**src/rtl/usb_drain_pkg.sv**
```systemverilog
// Shared definitions for the USB data FIFO drain: state encoding and packet counter sizing.
package usb_drain_pkg;

    localparam int unsigned PKT_WORDS = 256;
    localparam int unsigned PKT_CNT_W = (PKT_WORDS > 1) ? $clog2(PKT_WORDS) : 1;

    typedef enum logic [2:0] {
        ST_IDLE   = 3'd0,
        ST_READ   = 3'd1,
        ST_LATCH  = 3'd2,
        ST_WRITE  = 3'd3,
        ST_PKTEND = 3'd4
    } drain_state_e;

endpackage

```
**src/rtl/usb_flush_timer.sv**
```systemverilog
// Idle timer for the drain: counts qualifying idle cycles and pulses expired_c on the terminal count.
// Only built when USB_DRAIN_TIMEOUT_FLUSH_EN is defined.
`ifdef USB_DRAIN_TIMEOUT_FLUSH_EN
module usb_flush_timer #(
    parameter int unsigned TIMEOUT_CYCLES = 4096
) (
    input  logic Clk,
    input  logic reset,
    input  logic count_en,
    input  logic clr,
    output logic expired_c
);

    localparam int unsigned TW = (TIMEOUT_CYCLES > 1) ? $clog2(TIMEOUT_CYCLES) : 1;

    logic [TW-1:0] idle_cnt;
    logic          at_term_c;

    assign at_term_c = (idle_cnt == TW'(TIMEOUT_CYCLES - 1));
    assign expired_c = count_en && at_term_c;

    // Count while enabled; a pop restarts the count, the terminal count wraps to zero.
    always_ff @(posedge Clk or posedge reset) begin
        if (reset) begin
            idle_cnt <= '0;
        end else if (clr) begin
            idle_cnt <= '0;
        end else if (count_en) begin
            idle_cnt <= at_term_c ? '0 : idle_cnt + TW'(1);
        end
    end

endmodule
`endif

```
**src/rtl/usb_data_fifo_drain.sv**
```systemverilog
// Drains the 16-bit USB data FIFO into the USB slave-FIFO bus, one word per four clocks,
// honouring usb_full and issuing PKTEND for a partial packet once a flush is pending and the FIFO is empty.
// Optional: USB_DRAIN_TIMEOUT_FLUSH_EN adds an idle timer that raises a flush automatically.
module usb_data_fifo_drain
    import usb_drain_pkg::*;
#(
    parameter int unsigned DATA_WIDTH = 16,
    parameter int unsigned CNT_WIDTH  = 32
`ifdef USB_DRAIN_TIMEOUT_FLUSH_EN
    ,
    parameter int unsigned TIMEOUT_CYCLES = 4096
`endif
) (
    input  logic                  Clk,
    input  logic                  reset,
    input  logic                  fifo_empty,
    output logic                  fifo_rd_en,
    input  logic [DATA_WIDTH-1:0] fifo_dout,
    input  logic                  usb_full,
    output logic                  usb_slwr,
    output logic                  usb_pktend,
    output logic [DATA_WIDTH-1:0] usb_fd,
    input  logic                  flush,
    output logic                  busy,
    output logic [CNT_WIDTH-1:0]  words_sent
);

    drain_state_e          state, state_n;
    logic [PKT_CNT_W-1:0]  pkt_cnt, pkt_cnt_n;
    logic                  flush_pend, flush_pend_n;
    logic                  rd_en_n, slwr_n, pktend_n, busy_n;
    logic [DATA_WIDTH-1:0] fd_n;
    logic [CNT_WIDTH-1:0]  words_n;
    logic                  timeout_c;

`ifdef USB_DRAIN_TIMEOUT_FLUSH_EN
    logic timer_en_c;

    assign timer_en_c = (state == ST_IDLE) && fifo_empty && (pkt_cnt != '0) && !flush_pend;

    usb_flush_timer #(
        .TIMEOUT_CYCLES (TIMEOUT_CYCLES)
    ) u_flush_timer (
        .Clk       (Clk),
        .reset     (reset),
        .count_en  (timer_en_c),
        .clr       (rd_en_n),
        .expired_c (timeout_c)
    );
`else
    assign timeout_c = 1'b0;
`endif

    // State and registered outputs.
    always_ff @(posedge Clk or posedge reset) begin
        if (reset) begin
            state      <= ST_IDLE;
            pkt_cnt    <= '0;
            flush_pend <= 1'b0;
            fifo_rd_en <= 1'b0;
            usb_slwr   <= 1'b0;
            usb_pktend <= 1'b0;
            usb_fd     <= '0;
            busy       <= 1'b0;
            words_sent <= '0;
        end else begin
            state      <= state_n;
            pkt_cnt    <= pkt_cnt_n;
            flush_pend <= flush_pend_n;
            fifo_rd_en <= rd_en_n;
            usb_slwr   <= slwr_n;
            usb_pktend <= pktend_n;
            usb_fd     <= fd_n;
            busy       <= busy_n;
            words_sent <= words_n;
        end
    end

    // Next-state and next-output logic; strobes are asserted on entry so they align with the state.
    always_comb begin
        state_n      = state;
        pkt_cnt_n    = pkt_cnt;
        flush_pend_n = flush_pend || flush || timeout_c;
        rd_en_n      = 1'b0;
        slwr_n       = 1'b0;
        pktend_n     = 1'b0;
        fd_n         = usb_fd;
        words_n      = words_sent;

        case (state)
            ST_IDLE: begin
                if (!fifo_empty && !usb_full) begin
                    state_n = ST_READ;
                    rd_en_n = 1'b1;
                end else if (flush_pend && fifo_empty) begin
                    if (pkt_cnt != '0) begin
                        state_n  = ST_PKTEND;
                        pktend_n = 1'b1;
                    end else begin
                        // Nothing buffered: drop the request rather than send a zero-length packet.
                        flush_pend_n = flush;
                    end
                end
            end
            ST_READ: begin
                state_n = ST_LATCH;
            end
            ST_LATCH: begin
                fd_n    = fifo_dout;
                state_n = ST_WRITE;
            end
            ST_WRITE: begin
                if (!usb_full) begin
                    slwr_n    = 1'b1;
                    words_n   = words_sent + CNT_WIDTH'(1);
                    pkt_cnt_n = (pkt_cnt == PKT_CNT_W'(PKT_WORDS - 1)) ? '0 : pkt_cnt + PKT_CNT_W'(1);
                    state_n   = ST_IDLE;
                end
            end
            ST_PKTEND: begin
                pkt_cnt_n    = '0;
                flush_pend_n = flush;
                state_n      = ST_IDLE;
            end
            default: begin
                state_n = ST_IDLE;
            end
        endcase

        busy_n = (state_n != ST_IDLE) || flush_pend_n;
    end

endmodule

```
**config.mk**
```make
export PLATFORM = sky130hd
export DESIGN_NAME = usb_data_fifo_drain
export DESIGN_NICKNAME = d
export VERILOG_FILES = /design/src/rtl/usb_drain_pkg.sv /design/src/rtl/usb_flush_timer.sv /design/src/rtl/usb_data_fifo_drain.sv
export SDC_FILE = /design/constraint.sdc
export NUM_CORES = 1
export LEC_CHECK = 0
export CORE_MARGIN = 1.5
export CORE_UTILIZATION = 30
export CTS_CLUSTER_DIAMETER = 50
export DETAILED_ROUTE_END_ITERATION = 7
export PLACE_DENSITY = 0.63
export SYNTH_ARGS = -nofsm -noshare
export SYNTH_HDL_FRONTEND = slang
export SYNTH_SLANG_ARGS = --single-unit
```
**constraint.sdc**
```tcl
create_clock -name Clk -period 4.38 [get_ports Clk]
set_input_delay 0.876 -clock Clk [delete_from_list [all_inputs] [get_ports Clk]]
set_output_delay 0.876 -clock Clk [all_outputs]
set_load 0.03 [all_outputs]
```
Word level (Yosys, flattened, before mapping)
Index checks and enable logic that the tools add are counted.
Cells by class
  add/sub/neg operators: 2
  equal/unequal tests: 6
  multiplexer cells: 20
  bitwise gates (word level): 1
  reductions and logical operators: 12
Operator list (count)
  adder 32 x 1 -> 32 bit (second input constant): 1
  two-way mux 8 bit: 2
  case mux 8 bit (2 select lines): 1
  two-way mux 3 bit: 4
  case mux 3 bit (4 select lines): 1
  two-way mux 1 bit: 11
  adder 8 x 1 -> 8 bit (second input constant): 1
  equality test 8 bit (second input constant): 1
  nonzero test 8 bit: 1
  equality test 3 x 2 -> 1 bit (second input constant): 2
  AND reduction 2 bit: 2
  equality test 3 x 1 -> 1 bit (second input constant): 1
  equality test 3 bit (second input constant): 1
  zero test 3 bit: 1
  nonzero test 3 bit: 1
  logical AND 1 bit: 2
  zero test 1 bit: 2
  logical OR 1 bit: 2
  inequality test 2 bit (second input constant): 1
  case mux 1 bit (2 select lines): 1
  nonzero test 2 bit: 1
  NOT 1 bit: 1
Word-level totals
  flip-flop bits (word level): 64
  input port bits: 21
  output and inout port bits: 52
  word-level logic and storage cells: 50

Logic depth before layout (Yosys ltp)
Gate-level depths: netlist of the first run.
  word-level depth: 7
  mapped depth: 7

Least setup slack after synthesis of the first run
Ideal clock, no wire load.
  path kind: input to register
  from: input usb_full
  to: register words_sent[24]
  data arrival time: 1983 ps
  data required time: 4245 ps
  path slack: 2262 ps
  stages on the path: 5
  cell sequence: nand4bb_1 > buf_4 > nor4_4 > nand4_1 > xnor2_1
Between the ends
  word-level cells in the longest chain between the ends: 2
Ends and longest elaborated chain
  start: declaration: line usb_data_fifo_drain.sv:19  | input logic usb_full,
  NOT 1 bit (no source line)
  AND reduction 2 bit (no source line)
  end signal: assignment: line usb_data_fifo_drain.sv:75  | words_sent <= words_n;
  end: declaration: line usb_data_fifo_drain.sv:25  | output logic [CNT_WIDTH-1:0] words_sent
Every way passes these cells.
A chain may end at the register's enable or synchronous reset.

Worst setup path in the final report of the first run
  from: input usb_full
  to: register words_sent[22]
Same word-level chain as after synthesis.

==> flow_summary_export.csv, run 1 <==
group,metric,value,unit
global_routing,grt_pass1_vias,2121,
synthesis,synthTopCellsByCount,"dfrtp_1 (64), xnor2_1 (22), nand2_1 (18), mux2_2 (16), nand4_1 (16)",
placement,dp_hpwl,4468,µm
placement,port_buffers,72,
finish,fin_nets,346,
sta,relSlewSlack,23.23,%
critical_path,critical_path_class,"in2reg",
clock_tree,numCtsBuffers,9,
clock_tree,insertion_delay,340,ps
sta,slew_viol_final,0,
global_routing,grt_util_all_layers,13.19,%
critical_path,path_cells,"clkdlybuf4s50_1, nand4bb_1, nor4_4, nand4_1, xnor2_1",
flow_run,maxCapViolations,0,
critical_path,cp-end-kind,"register",
floorplanning,core-area,0.009240,mm²
routing,route.detailed.drc,0,
clock_tree,ctsRootBufferMaster,"clkbuf_8",
clock_tree,cts_resized,0,
routing,drt_pass1_iterations,4,
critical_path,rrSetupSlack,2210,ps
synthesis,yosysSeqAreaShare,55.92,%
critical_path,worstPathRequired,4610,ps
synthesis,synth_top_area_share,55.92,%
power_and_ir_drop,cellPowerDensity,556.4,mW/mm²
synthesis,ys.flop_type,"dfrtp_1",
finish,drive_above_1_share,12.27,%
clock_tree,holdBufCountCts,0,
clock_tree,cts_setup_buffers,0,
power_and_ir_drop,leakagePower,1.680,nW
floorplanning,io_pins,73,
sta,max_freq,370.0,MHz
placement,dp_slack,1313,ps
power_and_ir_drop,peakVddDrop,0.0001657,V
synthesis,synth_fp_nets,268,
placement,gp_congestion,0.8682,
critical_path,slowest_stage,"nor4_4",
worst_hold_path,min-delay-start,"words_sent[31]$_DFFE_PP0P_",
global_routing,antenna_found_initial,0,
floorplanning,rows,35,
sta,fin_crit_sh,61.70,%
critical_path,r2r-start,"state[2]$_DFF_PP0_",
synthesis,yosysMostFrequentCell,"dfrtp_1",
worst_hold_path,hold_class,"reg2reg",
finish,diodes,0,
critical_path,cp-start-kind,"input pin",
finish,fin_area,0.003936,mm²
outcome,outcome,"complete, no violations",
synthesis,yosys_warnings,0,
synthesis,synth-edff-count,0,
sta,fin_ws,1678,ps
global_routing,grt_max_degree,45,
clock_tree,cts_buffer_depth,2,
routing,num_vias,2150,
synthesis,syn_inst,244,
routing,ant_nets,0,
critical_path,crit_path_max_incr_delay,750,ps
floorplanning,start_util,31.00,%
critical_path,r2r_end,"words_sent[22]$_DFFE_PP0P_",
sta,skew,6.703,ps
synthesis,synth.distinct_cells,41,
critical_path,crit_arrival,2930,ps
clock_tree,clock_sinks,64,
sta,tns,0,ps
synthesis,ys_async_sr_fraction,100.0,%
synthesis,yosysTopAreaCell,"dfrtp_1",
worst_hold_path,holdPathStages,1,
sta,holdWs,483.0,ps
synthesis,synth_area,0.002864,mm²
floorplanning,die_x,100.7,µm
finish,syn_to_final_growth,37.44,%
sta,hold_viol_final,0,
sta,rsz0062_at_grt,"no",
routing,avgViaCountPerCell,4.725,
placement,postPlaceCellArea,0.003717,mm²
floorplanning,die_y,100.7,µm
synthesis,synth.top_cells.by_area,"dfrtp_1 (56%), xnor2_1 (6.7%), mux2_2 (6.3%)",
clock_tree,cts.clk_slew.worst_paths,70,ps
clock_tree,cts_tree,"built",
critical_path,path_max_fanout,10,
global_routing,grt_pass1_wl,10290,µm
sta,finalCriticalPeriod,2702,ps
routing,drt_iter0_drc,75,
sta,finalSetupViolCount,0,
synthesis,avgSynthCellArea,11.74,µm²
routing,wire_per_inst,13.57,µm
global_routing,grt-ovfl-total,0,
critical_path,worstRegToRegCells,4,
clock_tree,htreeDepth,3,
routing,wl,6175,µm
sta,tightest_slew,1146,ps
worst_hold_path,min_to,"words_sent[31]$_DFFE_PP0P_",
floorplanning,die_area,0.01014,mm²
synthesis,ys_seq_elements,64,
==> final cells by class <==
cell class / instances / area [µm²]
Clock buffer: 10 / 137.6
Tap cell: 129 / 161.4
Fill cell: 882 / 5304
Sequential cell: 64 / 1602
Multi-Input combinational cell: 169 / 1207
Inverter: 5 / 18.77
Clock inverter: 5 / 81.33
Timing Repair Buffer: 73 / 728.2
==> worst max-delay path by stage <==
stage | from | end | slack, ps | cells after the start
3_5_place_dp | usb_full | words_sent[24]$_DFFE_PP0P_ | 1310 | 5
2_1_floorplan | reset | busy$_DFF_PP0_ | 1910 | 1
5_1_grt | usb_full | words_sent[22]$_DFFE_PP0P_ | 1550 | 5
3_3_place_gp | usb_full | words_sent[24]$_DFFE_PP0P_ | 1370 | 5
6_report | usb_full | words_sent[22]$_DFFE_PP0P_ | 1680 | 5
4_1_cts | usb_full | words_sent[24]$_DFFE_PP0P_ | 1680 | 5
==> cells in the final DEF (no fill, tap or decap), types with 2 or more instances in the layout <==
cell type,netlist,final
nor4_1,5,5
mux2_2,16,16
clkdlybuf4s50_1,0,72
inv_2,1,2
inv_1,4,3
nand4_1,16,16
dfrtp_1,64,64
and4_1,3,3
nand4_2,2,2
xor2_1,12,12
nor3_1,9,9
nor2_1,10,10
nand3_1,15,15
clkbuf_8,0,10
bufinv_16,0,2
a21oi_1,4,4
o21ai_0,4,4
xnor2_1,22,22
and3_1,9,9
a21o_1,2,2
ha_1,3,3
and2_1,3,3
nand2_1,18,18
==> metal layers <==
layer  GRT usage (%)  up-vias  wire (µm)
li1                -     1035          -
met1           16.61     1058       2802
met2           21.10       48       2971
met3           3.467        9        291
met4           6.284        0        109
met5               0        -          0
==> flip-flops by register name (all words and copies together) (netlist names) <==
| signal | count |
|---|---|
| words_sent | 32 |
| usb_fd | 16 |
| pkt_cnt | 8 |
| state | 3 |
| busy | 1 |
| fifo_rd_en | 1 |
| flush_pend | 1 |
| usb_pktend | 1 |
| usb_slwr | 1 |
==> through the flow <==
stage / total power (W) / instances / util, %
6_report: 0.002190 / 455 / 42.60
2_1_floorplan: 0.001356 / 244 / -
4_1_cts: 0.002216 / 455 / 42.60
3_3_place_gp: 0.001635 / 440 / 40.23
5_1_grt: 0.002313 / 455 / 42.60
3_5_place_dp: 0.001649 / 440 / 40.23
==> where the power goes <==
part	switching, W	leakage [nW]	internal [W]
Combinational	0.000412	0.751	0.000358
Clock	0.000228	0.108	0.000333
Sequential	0.000130	0.821	0.000730
Total	0.000771	1.68	0.00142
==> cell families (layout without fill, tap and decap cells) <==
family / Yosys count / after routing / share of synthesized area, %
AOI/OAI and AO/OA: 16 / 16 / 3.583
xor gates and xnor gates: 34 / 34 / 10.40
adders and majority gates: 3 / 3 / 1.311
buffers and inverters: 11 / 93 / 1.922
DFF: 64 / 64 / 55.92
muxes: 16 / 16 / 6.291
and+or+nand+nor: 100 / 100 / 20.58
==> worst max-delay path: cells and delay by family <==
kind                      cells  cell delay [ps]
buffers and inverters         1              440
xor gates and xnor gates      1              160
and+or+nand+nor               3             1460
Note: power is estimated with default switching activity, not from simulation.
==> run 2: changes to the inputs <==
--- a/config.mk
+++ b/config.mk
@@ -9,7 +9,7 @@
 export CORE_UTILIZATION = 30
 export CTS_CLUSTER_DIAMETER = 50
 export DETAILED_ROUTE_END_ITERATION = 7
-export PLACE_DENSITY = 0.63
+export PLACE_DENSITY = 0.65
 export SYNTH_ARGS = -nofsm -noshare
 export SYNTH_HDL_FRONTEND = slang
 export SYNTH_SLANG_ARGS = --single-unit
==> constraint.sdc (replaced) <==
create_clock -name Clk -period 2.3 [get_ports Clk]
set_input_delay 0.46 -clock Clk [delete_from_list [all_inputs] [get_ports Clk]]
set_output_delay 0.46 -clock Clk [all_outputs]
set_load 0.03 [all_outputs]
==> flow_summary_export.csv, run 2 (same netlist as run 1, synthesis figures left out) <==
group,metric,value,unit
clock_tree,numCtsBuffers,9,
finish,diodes,0,
critical_path,cp-start-kind,"register",
finish,seq_area,0.001602,mm²
finish,syn_to_final_growth,38.23,%
clock_tree,htreeDepth,3,
clock_tree,cts.clk_slew.worst_paths,80,ps
placement,dp_slack,4.208,ps
power_and_ir_drop,p_sw,0.001472,W
power_and_ir_drop,cellPowerDensity,1043,mW/mm²
finish,top_register,"words_sent",
outcome,outcome,"complete, no violations",
critical_path,crit_path_max_incr_delay,730,ps
critical_path,critical_path_class,"reg2out",
sta,finalCriticalPeriod,2014,ps
sta,hold_viol_final,0,
global_routing,grt_max_degree,65,
clock_tree,insertion_delay,340,ps
finish,largest_reg_flops,32,
routing,drt_pass1_iterations,4,
floorplanning,core-area,0.009240,mm²
critical_path,r2r-start,"pkt_cnt[0]$_DFFE_PP0P_",
critical_path,cpLargestDelayFamily,"buffers and inverters",
routing,wire_per_inst,13.66,µm
worst_hold_path,min-delay-start,"words_sent[31]$_DFFE_PP0P_",
sta,skew,12.62,ps
floorplanning,die_area,0.01014,mm²
sta,tns,0,ps
power_and_ir_drop,p_int,0.002656,W
power_and_ir_drop,pwr-share-clk,23.7,%
clock_tree,cts_tree,"built",
finish,layout_commonest_cell,"clkdlybuf4s50_1",
power_and_ir_drop,leakagePower,1.699,nW
clock_tree,holdBufCountCts,0,
finish,fillers,867,
power_and_ir_drop,seq_power_share,39.7,%
global_routing,grt-ovfl-total,0,
sta,fin_ws,286.2,ps
floorplanning,rows,35,
sta,holdWs,486.8,ps
floorplanning,start_util,31.00,%
sta,relSlewSlack,60.71,%
placement,port_buffers,72,
critical_path,worstPathRequired,1840,ps
critical_path,path_cells,"clkdlybuf4s50_1",
placement,dp_hpwl,4517,µm
global_routing,antenna_found_initial,0,
sta,slew_viol_final,0,
routing,route.detailed.drc,0,
finish,top_regs,"words_sent: 32 flops, usb_fd: 16 flops, pkt_cnt: 8 flops",
finish,final_cell_mix,"clkdlybuf4s50_1 (72), dfrtp_1 (64), xnor2_1 (22)",
routing,num_vias,2184,
power_and_ir_drop,peakVddDrop,0.0003382,V
critical_path,crit_arrival,1550,ps
critical_path,cp-end-kind,"output pin",
sta,fin_crit_sh,87.56,%
clock_tree,cts_resized,0,
critical_path,rrSetupSlack,370,ps
critical_path,slowest_stage,"clkdlybuf4s50_1",
placement,dp_cells,444,
global_routing,grt_util_all_layers,12.76,%
routing,drt_iter0_drc,96,
floorplanning,die_x,100.7,µm
clock_tree,cts_setup_buffers,0,
finish,fin_nets,350,
placement,gp_congestion,0.8099,
power_and_ir_drop,power_frac_comb,36.6,%
critical_path,path_buf_inv,1,
power_and_ir_drop,p_sw_share,35.66,%
sta,rsz0062_at_grt,"no",
sta,finalSetupViolCount,0,
clock_tree,clock_sinks,64,
clock_tree,cts_buffer_depth,2,
floorplanning,io_pins,73,
clock_tree,ctsRootBufferMaster,"clkbuf_8",
global_routing,grt_pass1_wl,9984,µm
routing,avgViaCountPerCell,4.748,
floorplanning,die_y,100.7,µm
routing,wl,6285,µm
sta,tightest_slew,583.9,ps
finish,multi_input_area,0.001207,mm²
routing,ant_nets,0,
critical_path,crit_start,"words_sent[0]$_DFFE_PP0P_",
finish,drive_above_1_share,12.99,%
finish,final_cells,460,
flow_run,maxCapViolations,0,
global_routing,grt_pass1_vias,2087,
sta,max_freq,496.6,MHz
critical_path,path_max_fanout,7,
worst_hold_path,hold_class,"reg2reg",
-- run 2: area by class of cell --
class / instances / area share, %
clock buffer: 13 / 4.014
tap: 129 / 4.077
multi-input combinational: 169 / 30.50
timing repair buffer: 77 / 19.47
inverter: 5 / 0.4741
clock inverter: 3 / 1.011
sequential: 64 / 40.46
-- run 2: power groups by stage --
stage | sequential, W | clock, W | combinational (W)
after CTS | 0.00164 | 0.00101 | 0.00153
after detailed placement | 0.00166 | 0 | 0.00152
after global routing | 0.00168 | 0.00106 | 0.00161
final | 0.00164 | 0.000980 | 0.00151
after floorplan | 0.00199 | 0 | 0.000595
after global placement | 0.00164 | 0 | 0.00151
-- run 2: through the flow --
stage | total power (W) | util [%] | cell area (µm²)
floorplan | 0.002583 | - | 2864
global placement | 0.003148 | 40.69 | 3760
detailed placement | 0.003181 | 40.69 | 3760
CTS | 0.004185 | 42.84 | 3959
global route | 0.004343 | 42.84 | 3959
finish | 0.004128 | 42.84 | 3959
-- run 2: worst reg2reg max path, stage by stage, from the launching register on --
cell,delay [ps]
dfrtp_1,420
inv_1,90
ha_1,140
nor4b_2,300
nand4_1,130
a31o_1,240
or4_1,470
-- run 2: path summary, 6_finish.rpt --
| kind | endpoint | cells after the start |
|---|---|---|
| max in group asynchronous | words_sent[9]$_DFFE_PP0P_ | 3 |
| max reg2reg | busy$_DFF_PP0_ | 6 |
| min reg2reg | words_sent[31]$_DFFE_PP0P_ | 1 |
| min | words_sent[31]$_DFFE_PP0P_ | 1 |
| min in group asynchronous | words_sent[13]$_DFFE_PP0P_ | 3 |
| max | words_sent[0] | 1 |
-- run 2: routing by layer --
metal | vias up | share of wire (%) | global-route usage, %
li1 | 1045 | - | -
met1 | 1084 | 47 | 16.34
met3 | 8 | 4.6 | 3.329
met5 | - | 0 | 0
met2 | 47 | 47 | 20.22
met4 | 0 | 1.4 | 5.850
